## src/rtl/hazard_ctrl_pkg.sv

```systemverilog
// rtl/hazard_ctrl_pkg.sv - shared encodings, control bundle and helpers for hazard_ctrl
package hazard_ctrl_pkg;

  typedef enum logic [1:0] {
    ST_RUN      = 2'd0,
    ST_MEM_WAIT = 2'd1,
    ST_REDIRECT = 2'd2,
    ST_UNUSED   = 2'd3
  } hz_state_e;

  localparam logic [31:0] NOP_INSTR      = 32'h0000_0013;
  localparam int          REG_ZERO       = 0;
  localparam int          REG_ADDR_W_DEF = 5;

  typedef struct packed {
    logic pc_en;
    logic if_id_en;
    logic if_id_flush;
    logic id_ex_en;
    logic id_ex_bubble;
    logic ex_mem_en;
  } hz_ctrl_t;

  localparam hz_ctrl_t CTRL_NORMAL = hz_ctrl_t'(6'b110101);
  localparam hz_ctrl_t CTRL_FREEZE = hz_ctrl_t'(6'b000000);
  localparam hz_ctrl_t CTRL_LU     = hz_ctrl_t'(6'b000111);
  localparam hz_ctrl_t CTRL_BRANCH = hz_ctrl_t'(6'b111111);
  localparam hz_ctrl_t CTRL_REDIR  = hz_ctrl_t'(6'b111101);
  localparam hz_ctrl_t CTRL_RESET  = hz_ctrl_t'(6'b001010);

  function automatic logic [7:0] sat_inc8(input logic [7:0] v);
    return (v == 8'hFF) ? v : v + 8'd1;
  endfunction

  function automatic logic [31:0] sat_inc32(input logic [31:0] v);
    return (v == 32'hFFFF_FFFF) ? v : v + 32'd1;
  endfunction

endpackage

```

## src/rtl/hazard_ctrl_if.sv

```systemverilog
// rtl/hazard_ctrl_if.sv - hazard inputs from ID/EX/MEM and pipeline control outputs
interface hazard_ctrl_if #(
  parameter int REG_ADDR_W = 5
);
  logic [REG_ADDR_W-1:0] id_rs1;
  logic [REG_ADDR_W-1:0] id_rs2;
  logic                  id_use_rs1;
  logic                  id_use_rs2;
  logic                  ex_mem_read;
  logic [REG_ADDR_W-1:0] ex_rd;
  logic                  ex_branch_taken;
  logic                  mem_busy;

  logic                  pc_enable;
  logic                  if_id_enable;
  logic                  if_id_flush;
  logic                  id_ex_enable;
  logic                  id_ex_bubble;
  logic                  ex_mem_enable;
  logic                  timeout_err;
  logic [1:0]            state_o;

  modport slave (
    input  id_rs1, id_rs2, id_use_rs1, id_use_rs2,
    input  ex_mem_read, ex_rd, ex_branch_taken, mem_busy,
    output pc_enable, if_id_enable, if_id_flush,
    output id_ex_enable, id_ex_bubble, ex_mem_enable,
    output timeout_err, state_o
  );

  modport master (
    output id_rs1, id_rs2, id_use_rs1, id_use_rs2,
    output ex_mem_read, ex_rd, ex_branch_taken, mem_busy,
    input  pc_enable, if_id_enable, if_id_flush,
    input  id_ex_enable, id_ex_bubble, ex_mem_enable,
    input  timeout_err, state_o
  );
endinterface

```

## src/rtl/hazard_lu_cmp.sv

```systemverilog
// rtl/hazard_lu_cmp.sv - combinational load-use dependency comparator
module hazard_lu_cmp
  import hazard_ctrl_pkg::*;
#(
  parameter int REG_ADDR_W = REG_ADDR_W_DEF
) (
  input  logic                  ex_mem_read,
  input  logic [REG_ADDR_W-1:0] ex_rd,
  input  logic [REG_ADDR_W-1:0] id_rs1,
  input  logic [REG_ADDR_W-1:0] id_rs2,
  input  logic                  id_use_rs1,
  input  logic                  id_use_rs2,
  output logic                  lu
);

  logic rd_nonzero;
  logic hit_rs1;
  logic hit_rs2;

  // x0 is hardwired, so a load targeting it never creates a dependency
  assign rd_nonzero = (ex_rd != REG_ADDR_W'(REG_ZERO));
  assign hit_rs1    = id_use_rs1 & (id_rs1 == ex_rd);
  assign hit_rs2    = id_use_rs2 & (id_rs2 == ex_rd);
  assign lu         = ex_mem_read & rd_nonzero & (hit_rs1 | hit_rs2);

endmodule

```

## src/rtl/hazard_ctrl.sv

```systemverilog
// rtl/hazard_ctrl.sv - stall/flush/freeze controller for the 5-stage RV32I pipeline
// Optional HAZARD_PERF_CNT_EN adds perf_clr and saturating lu/freeze/flush counters.
module hazard_ctrl
  import hazard_ctrl_pkg::*;
#(
  parameter int REDIRECT_CYCLES = 1,
  parameter int TIMEOUT         = 255,
  parameter int REG_ADDR_W      = REG_ADDR_W_DEF
) (
  input  logic        clk,
  input  logic        rst_n,
`ifdef HAZARD_PERF_CNT_EN
  input  logic        perf_clr,
  output logic [31:0] perf_lu,
  output logic [31:0] perf_mem,
  output logic [31:0] perf_flush,
`endif
  hazard_ctrl_if.slave hz
);

  localparam int RC_W = (REDIRECT_CYCLES > 1) ? $clog2(REDIRECT_CYCLES + 1) : 1;

  hz_state_e       state_q, state_d;
  logic [RC_W-1:0] redir_cnt_q, redir_cnt_d;
  logic [7:0]      wait_cnt_q, wait_cnt_d;
  logic            timeout_err_q, timeout_err_d;

  hz_ctrl_t ctrl;
  hz_ctrl_t ctrl_o;
  logic     lu;
  logic     run_rules;
  logic     mem_freeze;
  logic     lu_stall;

  hazard_lu_cmp #(.REG_ADDR_W(REG_ADDR_W)) u_lu_cmp (
    .ex_mem_read (hz.ex_mem_read),
    .ex_rd       (hz.ex_rd),
    .id_rs1      (hz.id_rs1),
    .id_rs2      (hz.id_rs2),
    .id_use_rs1  (hz.id_use_rs1),
    .id_use_rs2  (hz.id_use_rs2),
    .lu          (lu)
  );

  always_comb begin
    ctrl          = CTRL_FREEZE;
    state_d       = state_q;
    redir_cnt_d   = redir_cnt_q;
    wait_cnt_d    = wait_cnt_q;
    timeout_err_d = timeout_err_q;
    run_rules     = 1'b0;
    mem_freeze    = 1'b0;
    lu_stall      = 1'b0;

    case (state_q)
      ST_RUN: run_rules = 1'b1;
      ST_MEM_WAIT: begin
        if (hz.mem_busy) begin
          mem_freeze = 1'b1;
          wait_cnt_d = sat_inc8(wait_cnt_q);
        end else begin
          wait_cnt_d = 8'd0;
          run_rules  = 1'b1;
        end
      end
      ST_REDIRECT: begin
        if (hz.mem_busy) begin
          mem_freeze = 1'b1;
          wait_cnt_d = sat_inc8(wait_cnt_q);
        end else begin
          ctrl        = CTRL_REDIR;
          wait_cnt_d  = 8'd0;
          redir_cnt_d = redir_cnt_q - RC_W'(1);
          if (redir_cnt_q <= RC_W'(1)) begin
            state_d = ST_RUN;
          end
        end
      end
      default: begin
        state_d     = ST_RUN;
        redir_cnt_d = '0;
        wait_cnt_d  = 8'd0;
      end
    endcase

    // MEM_WAIT falls through here on the cycle mem_busy drops, so there is no dead cycle
    if (run_rules) begin
      if (hz.mem_busy) begin
        mem_freeze = 1'b1;
        state_d    = ST_MEM_WAIT;
        wait_cnt_d = 8'd1;
      end else if (hz.ex_branch_taken) begin
        ctrl = CTRL_BRANCH;
        if (REDIRECT_CYCLES > 0) begin
          state_d     = ST_REDIRECT;
          redir_cnt_d = RC_W'(REDIRECT_CYCLES);
        end else begin
          state_d = ST_RUN;
        end
      end else if (lu) begin
        ctrl     = CTRL_LU;
        lu_stall = 1'b1;
        state_d  = ST_RUN;
      end else begin
        ctrl    = CTRL_NORMAL;
        state_d = ST_RUN;
      end
    end

    if (mem_freeze) begin
      ctrl = CTRL_FREEZE;
      if (int'(wait_cnt_d) == TIMEOUT) begin
        timeout_err_d = 1'b1;
      end
    end
  end

  always_ff @(posedge clk or negedge rst_n) begin
    if (!rst_n) begin
      state_q       <= ST_RUN;
      redir_cnt_q   <= '0;
      wait_cnt_q    <= 8'd0;
      timeout_err_q <= 1'b0;
    end else begin
      state_q       <= state_d;
      redir_cnt_q   <= redir_cnt_d;
      wait_cnt_q    <= wait_cnt_d;
      timeout_err_q <= timeout_err_d;
    end
  end

  assign ctrl_o = rst_n ? ctrl : CTRL_RESET;

  assign hz.pc_enable     = ctrl_o.pc_en;
  assign hz.if_id_enable  = ctrl_o.if_id_en;
  assign hz.if_id_flush   = ctrl_o.if_id_flush;
  assign hz.id_ex_enable  = ctrl_o.id_ex_en;
  assign hz.id_ex_bubble  = ctrl_o.id_ex_bubble;
  assign hz.ex_mem_enable = ctrl_o.ex_mem_en;
  assign hz.timeout_err   = timeout_err_q;
  assign hz.state_o       = state_q;

`ifdef HAZARD_PERF_CNT_EN
  logic [31:0] perf_lu_q, perf_lu_d;
  logic [31:0] perf_mem_q, perf_mem_d;
  logic [31:0] perf_flush_q, perf_flush_d;
  logic        frozen;

  assign frozen = (ctrl == CTRL_FREEZE);

  always_comb begin
    perf_lu_d    = perf_lu_q;
    perf_mem_d   = perf_mem_q;
    perf_flush_d = perf_flush_q;
    if (perf_clr) begin
      perf_lu_d    = 32'd0;
      perf_mem_d   = 32'd0;
      perf_flush_d = 32'd0;
    end else begin
      if (lu_stall)         perf_lu_d    = sat_inc32(perf_lu_q);
      if (frozen)           perf_mem_d   = sat_inc32(perf_mem_q);
      if (ctrl.if_id_flush) perf_flush_d = sat_inc32(perf_flush_q);
    end
  end

  always_ff @(posedge clk or negedge rst_n) begin
    if (!rst_n) begin
      perf_lu_q    <= 32'd0;
      perf_mem_q   <= 32'd0;
      perf_flush_q <= 32'd0;
    end else begin
      perf_lu_q    <= perf_lu_d;
      perf_mem_q   <= perf_mem_d;
      perf_flush_q <= perf_flush_d;
    end
  end

  assign perf_lu    = perf_lu_q;
  assign perf_mem   = perf_mem_q;
  assign perf_flush = perf_flush_q;
`else
  logic unused_lu_stall;
  assign unused_lu_stall = lu_stall;
`endif

endmodule

```

## src/flat_wrapper.sv

```systemverilog
// flat-port wrapper written by rule: the top's interface ports become plain ports
module hazard_ctrl_flat import hazard_ctrl_pkg::*;
#(
  parameter int REDIRECT_CYCLES = 1,
  parameter int TIMEOUT         = 255,
  parameter int REG_ADDR_W      = REG_ADDR_W_DEF
)
  (clk, rst_n, hz_id_rs1, hz_id_rs2, hz_id_use_rs1, hz_id_use_rs2, hz_ex_mem_read, hz_ex_rd, hz_ex_branch_taken, hz_mem_busy, hz_pc_enable, hz_if_id_enable, hz_if_id_flush, hz_id_ex_enable, hz_id_ex_bubble, hz_ex_mem_enable, hz_timeout_err, hz_state_o);
  hazard_ctrl_if #(.REG_ADDR_W(REG_ADDR_W)) hz_i ();
  input  logic clk;
  input  logic rst_n;
  input wire logic [$bits(hz_i.id_rs1)-1:0] hz_id_rs1;
  input wire logic [$bits(hz_i.id_rs2)-1:0] hz_id_rs2;
  input wire logic [$bits(hz_i.id_use_rs1)-1:0] hz_id_use_rs1;
  input wire logic [$bits(hz_i.id_use_rs2)-1:0] hz_id_use_rs2;
  input wire logic [$bits(hz_i.ex_mem_read)-1:0] hz_ex_mem_read;
  input wire logic [$bits(hz_i.ex_rd)-1:0] hz_ex_rd;
  input wire logic [$bits(hz_i.ex_branch_taken)-1:0] hz_ex_branch_taken;
  input wire logic [$bits(hz_i.mem_busy)-1:0] hz_mem_busy;
  output wire logic [$bits(hz_i.pc_enable)-1:0] hz_pc_enable;
  output wire logic [$bits(hz_i.if_id_enable)-1:0] hz_if_id_enable;
  output wire logic [$bits(hz_i.if_id_flush)-1:0] hz_if_id_flush;
  output wire logic [$bits(hz_i.id_ex_enable)-1:0] hz_id_ex_enable;
  output wire logic [$bits(hz_i.id_ex_bubble)-1:0] hz_id_ex_bubble;
  output wire logic [$bits(hz_i.ex_mem_enable)-1:0] hz_ex_mem_enable;
  output wire logic [$bits(hz_i.timeout_err)-1:0] hz_timeout_err;
  output wire logic [$bits(hz_i.state_o)-1:0] hz_state_o;
  assign hz_i.id_rs1 = hz_id_rs1;
  assign hz_i.id_rs2 = hz_id_rs2;
  assign hz_i.id_use_rs1 = hz_id_use_rs1;
  assign hz_i.id_use_rs2 = hz_id_use_rs2;
  assign hz_i.ex_mem_read = hz_ex_mem_read;
  assign hz_i.ex_rd = hz_ex_rd;
  assign hz_i.ex_branch_taken = hz_ex_branch_taken;
  assign hz_i.mem_busy = hz_mem_busy;
  assign hz_pc_enable = hz_i.pc_enable;
  assign hz_if_id_enable = hz_i.if_id_enable;
  assign hz_if_id_flush = hz_i.if_id_flush;
  assign hz_id_ex_enable = hz_i.id_ex_enable;
  assign hz_id_ex_bubble = hz_i.id_ex_bubble;
  assign hz_ex_mem_enable = hz_i.ex_mem_enable;
  assign hz_timeout_err = hz_i.timeout_err;
  assign hz_state_o = hz_i.state_o;
  hazard_ctrl #(.REDIRECT_CYCLES(REDIRECT_CYCLES), .TIMEOUT(TIMEOUT), .REG_ADDR_W(REG_ADDR_W)) u_core (.clk(clk), .rst_n(rst_n), .hz(hz_i));
endmodule
```

## config.mk

```make
export PLATFORM = sky130hd
export DESIGN_NAME = hazard_ctrl_flat
export DESIGN_NICKNAME = d
export VERILOG_FILES = /design/src/rtl/hazard_ctrl_pkg.sv /design/src/rtl/hazard_ctrl_if.sv /design/src/rtl/hazard_lu_cmp.sv /design/src/rtl/hazard_ctrl.sv /design/src/flat_wrapper.sv
export SDC_FILE = /design/constraint.sdc
export NUM_CORES = 1
export LEC_CHECK = 0
export ABC_AREA = 1
export CORE_ASPECT_RATIO = 0.8
export CORE_UTILIZATION = 42
export CTS_BUF_LIST = sky130_fd_sc_hd__clkbuf_16
export CTS_CLUSTER_SIZE = 8
export DETAILED_ROUTE_END_ITERATION = 10
export HOLD_SLACK_MARGIN = 0.03
export PLACE_DENSITY = 0.83
export SLEW_MARGIN = 10
export SYNTH_ARGS = -nofsm -noshare
export SYNTH_HDL_FRONTEND = slang
export SYNTH_SLANG_ARGS = --single-unit
```

## constraint.sdc

```tcl
create_clock -name clk -period 1.8 [get_ports clk]
set_input_delay 0.54 -clock clk [delete_from_list [all_inputs] [get_ports clk]]
set_output_delay 0.54 -clock clk [all_outputs]
set_load 0.01 [all_outputs]
```

==> results.py, run 1 <==
metrics = {
    "outcome": {
        "status": "finished with violations",
        "violations": "setup timing",
    },
    "clock_tree": {
        "cts_root_buffer": "clkbuf_16",
        "htreeDepth": 1,
        "tritoncts": "done",
        "cts_buffer_depth": 2,
        "clkTransAtPathRegs_ns": 0.04,
        "cts_hold_buf": 0,
        "cts_buffers": 3,
        "clock_sinks": 11,
        "clock_latency_ns": 0.25,
    },
    "synthesis": {
        "synth_cell_types": 24,
        "synth_top_flop_cell": "dfrtp_1",
        "synth_area_per_cell_um2": 6.399,
        "yosysWarnings": 0,
        "synth-seq-cells": 11,
        "async_flop_share": 1.000,
        "synth_edf_count": 0,
        "yosysSeqAreaShare": 0.2591,
        "syn_inst": 166,
        "syn_nets": 193,
        "syn_area_um2": 1062,
    },
    "sta": {
        "setup_tns_ns": -1.833,
        "finalSetupViolCount": 7,
        "max-slew-margin-rel": 0.7744,
        "rsz0062_at_grt": "yes",
        "drv_slew": 0,
        "whs_ns": 0.4942,
        "layout_min_cycle_time_ns": 2.145,
        "skew_ns": 0.002698,
        "hold_violations": 0,
        "worst_pin_slew_ns": 0.3384,
        "worst_slack_ns": -0.3446,
        "period_share": 1.191,
        "max_clock_freq_mhz": 466.3,
    },
    "detailed_routing": {
        "wire_per_inst_um": 18.60,
        "drtIter0Drc": 203,
        "drc": 0,
        "routed_via_density": 5.772,
        "vias": 1593,
        "ant_nets": 0,
        "wirelength_um": 5133,
        "dr.pass1.iters": 5,
    },
    "floorplanning": {
        "io_pins": 31,
        "placementRows": 15,
        "core_um2": 2271,
        "die_height_um": 46.98,
        "initial_core_util": 0.4678,
        "die_x_um": 58.23,
        "design.die.area_um2": 2735,
    },
    "critical_path": {
        "max_stage_delay_ns": 0.44,
        "crit_type": "flip-flop to output pin",
        "crit_chain": "inv_2 -> ha_4 -> nor2_4 -> nor2_4 -> nand2_4 -> nand2_2 -> a21oi_2 -> nor2_2 -> buf_2",
        "crit_arrival_ns": 1.60,
        "slowest_stage": "dfrtp_2",
        "cp_max_fo": 3,
        "critPathRequiredTime_ns": 1.26,
        "crit_path_start_kind": "flip-flop",
        "crit_top_cell": "nor2_4",
        "crit_path_end_kind": "output pin",
    },
    "power_and_ir_drop": {
        "p_leak_nw": 0.9903,
        "power_mw": 1.376,
        "ir_worst_vdd_v": 0.0007808,
        "p_per_area_nw_per_um2": 715.6,
    },
    "place": {
        "dp_hpwl_um": 2768,
        "post-place-ws_ns": -1.098,
        "port_buffers": 30,
        "globalplace.congestion": 0.8644,
    },
    "layout": {
        "finish.utilization": 0.8468,
        "antennaDiodeCount": 0,
        "area_delta_synth_final_pct": 81.04,
        "fillCellCount": 123,
        "nNetsFinal": 270,
        "final_cell_mix": "nand2_1, buf_4, inv_1, nand3_1, buf_6",
        "layout_commonest_cell": "nand2_1",
        "drive_gt1_frac": 0.4917,
    },
    "global_route": {
        "antenna_found_initial": 0,
        "globalRoute.totalOverflow": 0,
        "grt_pass1_vias": 1493,
        "grt_max_degree": 8,
        "grt_usage": 0.3571,
        "grt_pass1_wl_um": 6989,
    },
    "job": {
        "drv_cap": 0,
    },
    "worst_hold_path": {
        "hold_class": "flip-flop to flip-flop",
    },
}
## what timing repair did
item	in CTS	in global routing
cloned	0	0
setup buffers	5	14
gates resized for setup	108	27
setup endpoints to repair	9	7
pin swaps	21	24
## stage by stage
stage,cell area [um2],std cells
5_1_grt,1923,276
3_5_place_dp,1605,253
4_1_cts,1759,262
6_report,1923,276
2_1_floorplan,1094,166
3_3_place_gp,1605,253
## state kept, by name, summed over array words and instances (netlist names)
name,flops
u_core.wait_cnt_q,8
u_core.hz.timeout_err,1
u_core.hz.state_o,2
## layout make-up
type / count / area, um2 / area share
sequential: 11 / 276.5 / 0.1438
timing repair buffer: 75 / 594.3 / 0.3090
tap: 34 / 42.54 / 0.02212
multi-input combinational: 127 / 823.3 / 0.4281
clock buffer: 3 / 75.07 / 0.03904
clock inverter: 1 / 5.005 / 0.002602
inverter: 25 / 106.4 / 0.05530
## final timing paths
kind / start / end / cells after the start / slack, ns
max in group asynchronous: rst_n / u_core.hz.state_o[0]$_DFFE_PN0P_ / 3 / 1.16
worst max register to register: u_core.wait_cnt_q[0]$_DFF_PN0_ / u_core.hz.timeout_err$_DFFE_PN0P_ / 11 / -0.08
worst min-delay path: u_core.hz.timeout_err$_DFFE_PN0P_ / u_core.hz.timeout_err$_DFFE_PN0P_ / 2 / 0.49
worst min register to register: u_core.hz.timeout_err$_DFFE_PN0P_ / u_core.hz.timeout_err$_DFFE_PN0P_ / 2 / 0.49
worst max-delay path: u_core.hz.state_o[0]$_DFFE_PN0P_ / hz_pc_enable / 9 / -0.34
min in group asynchronous: rst_n / u_core.wait_cnt_q[2]$_DFF_PN0_ / 3 / 0.50
## critical path: cells and delay by family, from the launching register on
family | cells | cell delay (ns)
and+or+nand+nor | 5 | 0.45
AOI/OAI and AO/OA | 1 | 0.04
DFF | 1 | 0.44
adders and majority gates | 1 | 0.17
buffers and inverters | 2 | 0.25
## power by group
part           switching (mW)  internal, mW
Clock                   0.140         0.296
Combinational           0.316         0.322
Sequential             0.0294         0.272
## logic make-up after synthesis
logic type	share of synthesized area
simple gates	0.4287
fa+ha+maj	0.05889
compound gates	0.1025
buf+inv	0.1178
flops	0.2591
xor+xnor	0.03298
## cells in the mapped netlist (2+ instances only)
master    n  share of area
a21oi_1   9          0.042
a21oi_2   2          0.016
buf_4     2          0.014
dfrtp_1  11           0.26
ha_1      5          0.059
inv_1    22          0.078
inv_4     2          0.012
nand2_1  49           0.17
nand2_2   6          0.035
nand3_1  20          0.094
nand3_2   2          0.019
nand4_1   2          0.012
nor2_1   13          0.046
nor2_2    2          0.012
nor2_4    2          0.021
o21ai_0   5          0.024
or2_2     2          0.012
xor2_1    4          0.033
## metal layers
| layer | GRT usage | vias up | wire length, um |
|---|---|---|---|
| met5 | 0 | - | 0 |
| met4 | 0.1381 | 0 | 341 |
| met3 | 0.09091 | 43 | 529 |
| met2 | 0.6805 | 149 | 2451 |
| met1 | 0.3937 | 721 | 1811 |
| li1 | - | 680 | - |
(Power assumes the default switching activity.)
==> run 2, diff against run 1 <==
--- a/config.mk
+++ b/config.mk
@@ -7,12 +7,12 @@
 export LEC_CHECK = 0
 export ABC_AREA = 1
 export CORE_ASPECT_RATIO = 0.8
-export CORE_UTILIZATION = 42
+export CORE_UTILIZATION = 47
 export CTS_BUF_LIST = sky130_fd_sc_hd__clkbuf_16
 export CTS_CLUSTER_SIZE = 8
 export DETAILED_ROUTE_END_ITERATION = 10
 export HOLD_SLACK_MARGIN = 0.03
-export PLACE_DENSITY = 0.83
+export PLACE_DENSITY = 0.87
 export SLEW_MARGIN = 10
 export SYNTH_ARGS = -nofsm -noshare
 export SYNTH_HDL_FRONTEND = slang
==> constraint.sdc (replaced) <==
create_clock -name clk -period 2.1 [get_ports clk]
set_input_delay 0.63 -clock clk [delete_from_list [all_inputs] [get_ports clk]]
set_output_delay 0.63 -clock clk [all_outputs]
set_load 0.01 [all_outputs]
==> results.py, run 2 (same netlist as run 1, synthesis figures left out) <==
metrics = {
    "critical_path": {
        "crit_arrival_ns": 1.62,
        "setup.worst_path.end": "hz_if_id_enable",
        "critPathRequiredTime_ns": 1.47,
        "max_stage_delay_ns": 0.23,
        "crit_path_start_kind": "primary input",
        "slowest_stage": "or2_4",
        "rr_startpoint": "u_core.hz.state_o[0]$_DFFE_PN0P_",
        "crit_type": "primary input to output pin",
        "crit_chain": "buf_2 -> or2_4 -> nand2_2 -> a21oi_2 -> nand3_1 -> nand2_2 -> nand2_2 -> a21oi_2 -> nor2_2 -> buf_2",
        "r2r_end": "u_core.hz.timeout_err$_DFFE_PN0P_",
        "cp.depth": 10,
        "crit_path_end_kind": "output pin",
        "r2r_cells": 14,
        "crit_start": "hz_id_rs1[0]",
        "crit_family": "simple AND/OR/NAND/NOR gates",
        "cp_max_fo": 2,
        "reg2reg_setup_slack_ns": 0.08,
        "path_buf_inv": 2,
        "crit_top_cell": "nand2_2",
    },
    "detailed_routing": {
        "drc": 0,
        "dr.pass1.iters": 5,
        "vias": 1397,
        "ant_nets": 0,
        "routed_via_density": 5.656,
        "drtIter0Drc": 74,
        "wire_per_inst_um": 16.83,
        "wirelength_um": 4156,
    },
    "job": {
        "drv_cap": 0,
    },
    "sta": {
        "worst_pin_slew_ns": 0.3437,
        "max_clock_freq_mhz": 444.3,
        "skew_ns": 0.0004963,
        "layout_min_cycle_time_ns": 2.251,
        "hold_violations": 0,
        "period_share": 1.072,
        "max-slew-margin-rel": 0.7691,
        "worst_slack_ns": -0.1508,
        "rsz0062_at_grt": "yes",
        "finalSetupViolCount": 6,
        "drv_slew": 0,
        "whs_ns": 0.5699,
    },
    "floorplanning": {
        "io_pins": 31,
        "core_um2": 2140,
        "placementRows": 15,
        "die_x_um": 55.15,
        "initial_core_util": 0.4965,
        "die_height_um": 44.52,
        "design.die.area_um2": 2455,
    },
    "global_route": {
        "grt_usage": 0.3354,
        "globalRoute.totalOverflow": 0,
        "grt_pass1_wl_um": 5706,
        "grt_pass1_vias": 1324,
        "grt_max_degree": 12,
        "grt_busiest_layer": "met2",
        "grtUsageMet3": 0.08591,
        "use_met2": 0.6024,
        "met1_usage": 0.3479,
        "antenna_found_initial": 0,
    },
    "layout": {
        "antennaDiodeCount": 0,
        "area_delta_synth_final_pct": 60.90,
        "layout_commonest_cell": "nand2_1",
        "final_cell_mix": "nand2_1, buf_4, nand3_1",
        "design_area_um2": 1709,
        "largest_register_ffs": 8,
        "nNetsFinal": 250,
        "largest_register": "u_core.wait_cnt_q",
        "drive_gt1_frac": 0.4414,
    },
    "outcome": {
        "violations": "setup timing",
        "status": "finished with violations",
    },
    "clock_tree": {
        "cts_buffer_depth": 2,
        "tritoncts": "done",
        "clock_sinks": 11,
        "htreeDepth": 1,
        "cts_hold_buf": 0,
        "clock_latency_ns": 0.24,
        "cts_buffers": 3,
        "cts_root_buffer": "clkbuf_16",
        "clkTransAtPathRegs_ns": 0.05,
    },
    "worst_hold_path": {
        "hold_class": "flip-flop to flip-flop",
    },
    "power_and_ir_drop": {
        "clock_power_share": 0.335,
        "p_leak_nw": 0.8821,
        "power_switching_mw": 0.3705,
        "ir_worst_vdd_v": 0.0006969,
        "internal-power_mw": 0.6980,
        "pwr-share-seq": 0.249,
        "p_per_area_nw_per_um2": 625.2,
        "switching_share": 0.3468,
        "combPwrFrac": 0.415,
        "power_mw": 1.069,
    },
    "place": {
        "port_buffers": 30,
        "dp_hpwl_um": 2482,
        "placed_cell_area_um2": 1546,
        "globalplace.congestion": 0.8150,
    },
}
run 2: routing by layer:
metal / up-vias / wire length [um] / part of all wire
li1: 640 / - / -
met3: 26 / 243 / 0.058
met2: 84 / 2125 / 0.51
met5: - / 0 / 0
met4: 0 / 221 / 0.053
met1: 647 / 1566 / 0.38
run 2: area by class of cell:
type / count / area, um2
timing repair buffer: 55 / 427.9
tap: 25 / 31.28
fill: 125 / 430.4
sequential: 11 / 276.5
multi-input combinational: 127 / 785.8
clock inverter: 1 / 3.754
inverter: 25 / 108.9
clock buffer: 3 / 75.07
run 2: how the worst min path moves through the flow:
stage	startpoint	to	slack, ns	cells past startpoint
after CTS	u_core.hz.timeout_err$_DFFE_PN0P_	u_core.hz.timeout_err$_DFFE_PN0P_	0.48	2
after global placement	u_core.hz.timeout_err$_DFFE_PN0P_	u_core.hz.timeout_err$_DFFE_PN0P_	0.45	2
after global routing	u_core.hz.timeout_err$_DFFE_PN0P_	u_core.hz.timeout_err$_DFFE_PN0P_	0.59	2
final	u_core.hz.timeout_err$_DFFE_PN0P_	u_core.hz.timeout_err$_DFFE_PN0P_	0.57	2
after detailed placement	u_core.hz.timeout_err$_DFFE_PN0P_	u_core.hz.timeout_err$_DFFE_PN0P_	0.46	2
after floorplan	rst_n	u_core.hz.state_o[0]$_DFFE_PN0P_	0.33	0
run 2: what timing repair did:
item | in CTS | in global routing
endpoints found under the setup margin | 6 | 6
buffers inserted | 4 | 2
pin swaps | 21 | 21
gates resized for setup | 99 | 27
run 2: power by group through the flow:
| stage | registers [mW] | clock network [mW] | logic, mW |
|---|---|---|---|
| 2_1_floorplan | 0.258 | 0 | 0.185 |
| 3_3_place_gp | 0.258 | 0 | 0.350 |
| 3_5_place_dp | 0.260 | 0 | 0.360 |
| 4_1_cts | 0.264 | 0.355 | 0.401 |
| 5_1_grt | 0.268 | 0.363 | 0.471 |
| 6_report | 0.266 | 0.358 | 0.444 |
run 2: per-stage QoR:
stage	utilization	setup slack (ns)	TNS, ns	std cells
final	0.7988	-0.1508	-0.6124	247
after global routing	0.7988	-0.2327	-0.8696	247
after CTS	0.7819	-0.1276	-0.2989	245
after detailed placement	0.7228	-0.9896	-4.868	237
after global placement	0.7228	-0.9377	-4.636	237
after floorplan	-	-0.03259	-0.03259	166
run 2: worst reg2reg max path, delay by kind of cell (launching register included):
family	cells	cell delay, ns
AND/OR/NAND/NOR	7	0.73
buffers and inverters	5	0.51
flip-flops	1	0.43
adder cells (fa/ha/maj)	1	0.17
AO/OA/AOI/OAI	1	0.12
==> run 3, diff against run 2 <==
--- a/config.mk
+++ b/config.mk
@@ -7,12 +7,12 @@
 export LEC_CHECK = 0
 export ABC_AREA = 1
 export CORE_ASPECT_RATIO = 0.8
-export CORE_UTILIZATION = 47
+export CORE_UTILIZATION = 40
 export CTS_BUF_LIST = sky130_fd_sc_hd__clkbuf_16
 export CTS_CLUSTER_SIZE = 8
 export DETAILED_ROUTE_END_ITERATION = 10
 export HOLD_SLACK_MARGIN = 0.03
-export PLACE_DENSITY = 0.87
+export PLACE_DENSITY = 0.77
 export SLEW_MARGIN = 10
 export SYNTH_ARGS = -nofsm -noshare
 export SYNTH_HDL_FRONTEND = slang
==> results.py, run 3 (same netlist as run 1, synthesis figures left out) <==
metrics = {
    "clock_tree": {
        "htreeDepth": 1,
        "clock_sinks": 11,
        "cts_root_buffer": "clkbuf_16",
        "clkTransAtPathRegs_ns": 0.04,
        "tritoncts": "done",
        "cts_buffers": 3,
        "clock_latency_ns": 0.24,
        "cts_buffer_depth": 2,
    },
    "floorplanning": {
        "io_pins": 31,
        "die_x_um": 59.62,
        "design.die.area_um2": 2867,
        "placementRows": 16,
        "initial_core_util": 0.4279,
        "core_um2": 2482,
        "die_height_um": 48.09,
    },
    "detailed_routing": {
        "ant_nets": 0,
        "dr.pass1.iters": 4,
        "drtIter0Drc": 108,
        "wire_per_inst_um": 14.33,
        "wirelength_um": 3684,
        "routed_via_density": 5.101,
        "vias": 1311,
        "drc": 0,
    },
    "layout": {
        "fillCellCount": 209,
        "seq_area_um2": 275.3,
        "nNetsFinal": 249,
        "fin_cells": 257,
        "area_delta_synth_final_pct": 60.07,
        "largest_register": "u_core.wait_cnt_q",
        "antennaDiodeCount": 0,
        "drive_gt1_frac": 0.3937,
        "multi_input_area_um2": 762.0,
        "final_cell_mix": "nand2_1, nand3_1, buf_4",
        "design_area_um2": 1700,
        "largest_register_ffs": 8,
        "layout_commonest_cell": "nand2_1",
        "finish.utilization": 0.6850,
    },
    "job": {
        "drv_cap": 0,
    },
    "global_route": {
        "grt_pass1_wl_um": 5278,
        "globalRoute.totalOverflow": 0,
        "grt_usage": 0.2522,
        "grt_pass1_vias": 1176,
        "antenna_found_initial": 0,
        "grt_max_degree": 12,
    },
    "power_and_ir_drop": {
        "p_leak_nw": 0.8733,
        "ir_worst_vdd_v": 0.0004514,
        "internal-power_mw": 0.6933,
        "p_per_area_nw_per_um2": 608.9,
        "clock_power_share": 0.344,
        "switching_share": 0.3304,
        "pwr-share-seq": 0.248,
        "power_switching_mw": 0.3421,
        "combPwrFrac": 0.407,
    },
    "sta": {
        "period_share": 1.109,
        "hold_violations": 0,
        "worst_pin_slew_ns": 0.3262,
        "worst_slack_ns": -0.2284,
        "whs_ns": 0.4756,
        "drv_slew": 0,
        "skew_ns": 0.001536,
        "finalSetupViolCount": 3,
        "max-slew-margin-rel": 0.7809,
        "layout_min_cycle_time_ns": 2.328,
        "rsz0062_at_grt": "yes",
        "max_clock_freq_mhz": 429.5,
        "setup_tns_ns": -0.5955,
    },
    "place": {
        "dp_hpwl_um": 2495,
        "globalplace.congestion": 0.8640,
        "port_buffers": 30,
        "placed_cell_area_um2": 1560,
        "placed_cells": 248,
    },
    "outcome": {
        "status": "finished with violations",
        "violations": "setup timing",
    },
    "critical_path": {
        "setup.worst_path.end": "hz_if_id_enable",
        "crit_path_end_kind": "output pin",
        "rr_startpoint": "u_core.hz.state_o[0]$_DFFE_PN0P_",
        "crit_start": "hz_ex_rd[1]",
        "r2r_cells": 13,
        "crit_type": "primary input to output pin",
        "r2r_end": "u_core.hz.timeout_err$_DFFE_PN0P_",
        "reg2reg_setup_slack_ns": 0.31,
        "crit_path_start_kind": "primary input",
        "crit_arrival_ns": 1.70,
        "cp_max_fo": 5,
        "critPathRequiredTime_ns": 1.47,
    },
    "worst_hold_path": {
        "hold_class": "flip-flop to flip-flop",
    },
}
run 3: power by group through the flow:
stage | sequential [mW] | clock [mW] | combinational [mW]
2_1_floorplan | 0.258 | 0 | 0.185
3_3_place_gp | 0.258 | 0 | 0.352
3_5_place_dp | 0.259 | 0 | 0.361
4_1_cts | 0.256 | 0.361 | 0.376
5_1_grt | 0.259 | 0.375 | 0.461
6_report | 0.257 | 0.356 | 0.422
run 3: how the worst min path moves through the flow:
| stage | start | to | slack, ns | cells after the start |
|---|---|---|---|---|
| after global routing | u_core.hz.timeout_err$_DFFE_PN0P_ | u_core.hz.timeout_err$_DFFE_PN0P_ | 0.52 | 2 |
| after global placement | u_core.hz.timeout_err$_DFFE_PN0P_ | u_core.hz.timeout_err$_DFFE_PN0P_ | 0.45 | 2 |
| after detailed placement | u_core.hz.timeout_err$_DFFE_PN0P_ | u_core.hz.timeout_err$_DFFE_PN0P_ | 0.47 | 2 |
| after CTS | u_core.hz.timeout_err$_DFFE_PN0P_ | u_core.hz.timeout_err$_DFFE_PN0P_ | 0.49 | 2 |
| after floorplan | rst_n | u_core.hz.state_o[0]$_DFFE_PN0P_ | 0.33 | 0 |
| final | u_core.hz.timeout_err$_DFFE_PN0P_ | u_core.hz.timeout_err$_DFFE_PN0P_ | 0.48 | 2 |
run 3: stage by stage:
stage | worst slack (ns) | power [mW]
finish | -0.2284 | 1.035
global route | -0.2925 | 1.094
CTS | -0.1221 | 0.9929
detailed placement | -0.9856 | 0.6200
global placement | -0.9187 | 0.6094
floorplan | -0.03259 | 0.4430
run 3: area by class of cell:
| cell class | instances | area share |
|---|---|---|
| clock buffer | 3 | 0.04415 |
| clock inverter | 1 | 0.002943 |
| inverter | 25 | 0.06549 |
| multi-input combinational | 127 | 0.4481 |
| sequential | 11 | 0.1619 |
| tap | 36 | 0.02649 |
| timing repair buffer | 54 | 0.2509 |
run 3: repair_timing:
action / CTS / global route
resized for setup: 101 / 19
pin swaps: 24 / 17
setup buffers: 4 / 1
endpoints found under the setup margin: 6 / 6
hold buffers: 0 / 0
run 3: routing by layer:
layer  wire (um)  vias up  GRT usage
li1            -      636          -
met4          68        0    0.06047
met5           0        -          0
met2        1798       61     0.4247
met3         225        9    0.07427
met1        1592      605     0.3258
run 3: worst max-delay path, stage by stage:
cell	delay, ns
buf_6	0.08
inv_6	0.04
buf_4	0.12
nand2_1	0.06
nand2_1	0.07
nor2_1	0.10
nand3_1	0.09
nand2_1	0.09
nand2_1	0.07
a21oi_2	0.14
nor2_2	0.06
buf_2	0.14
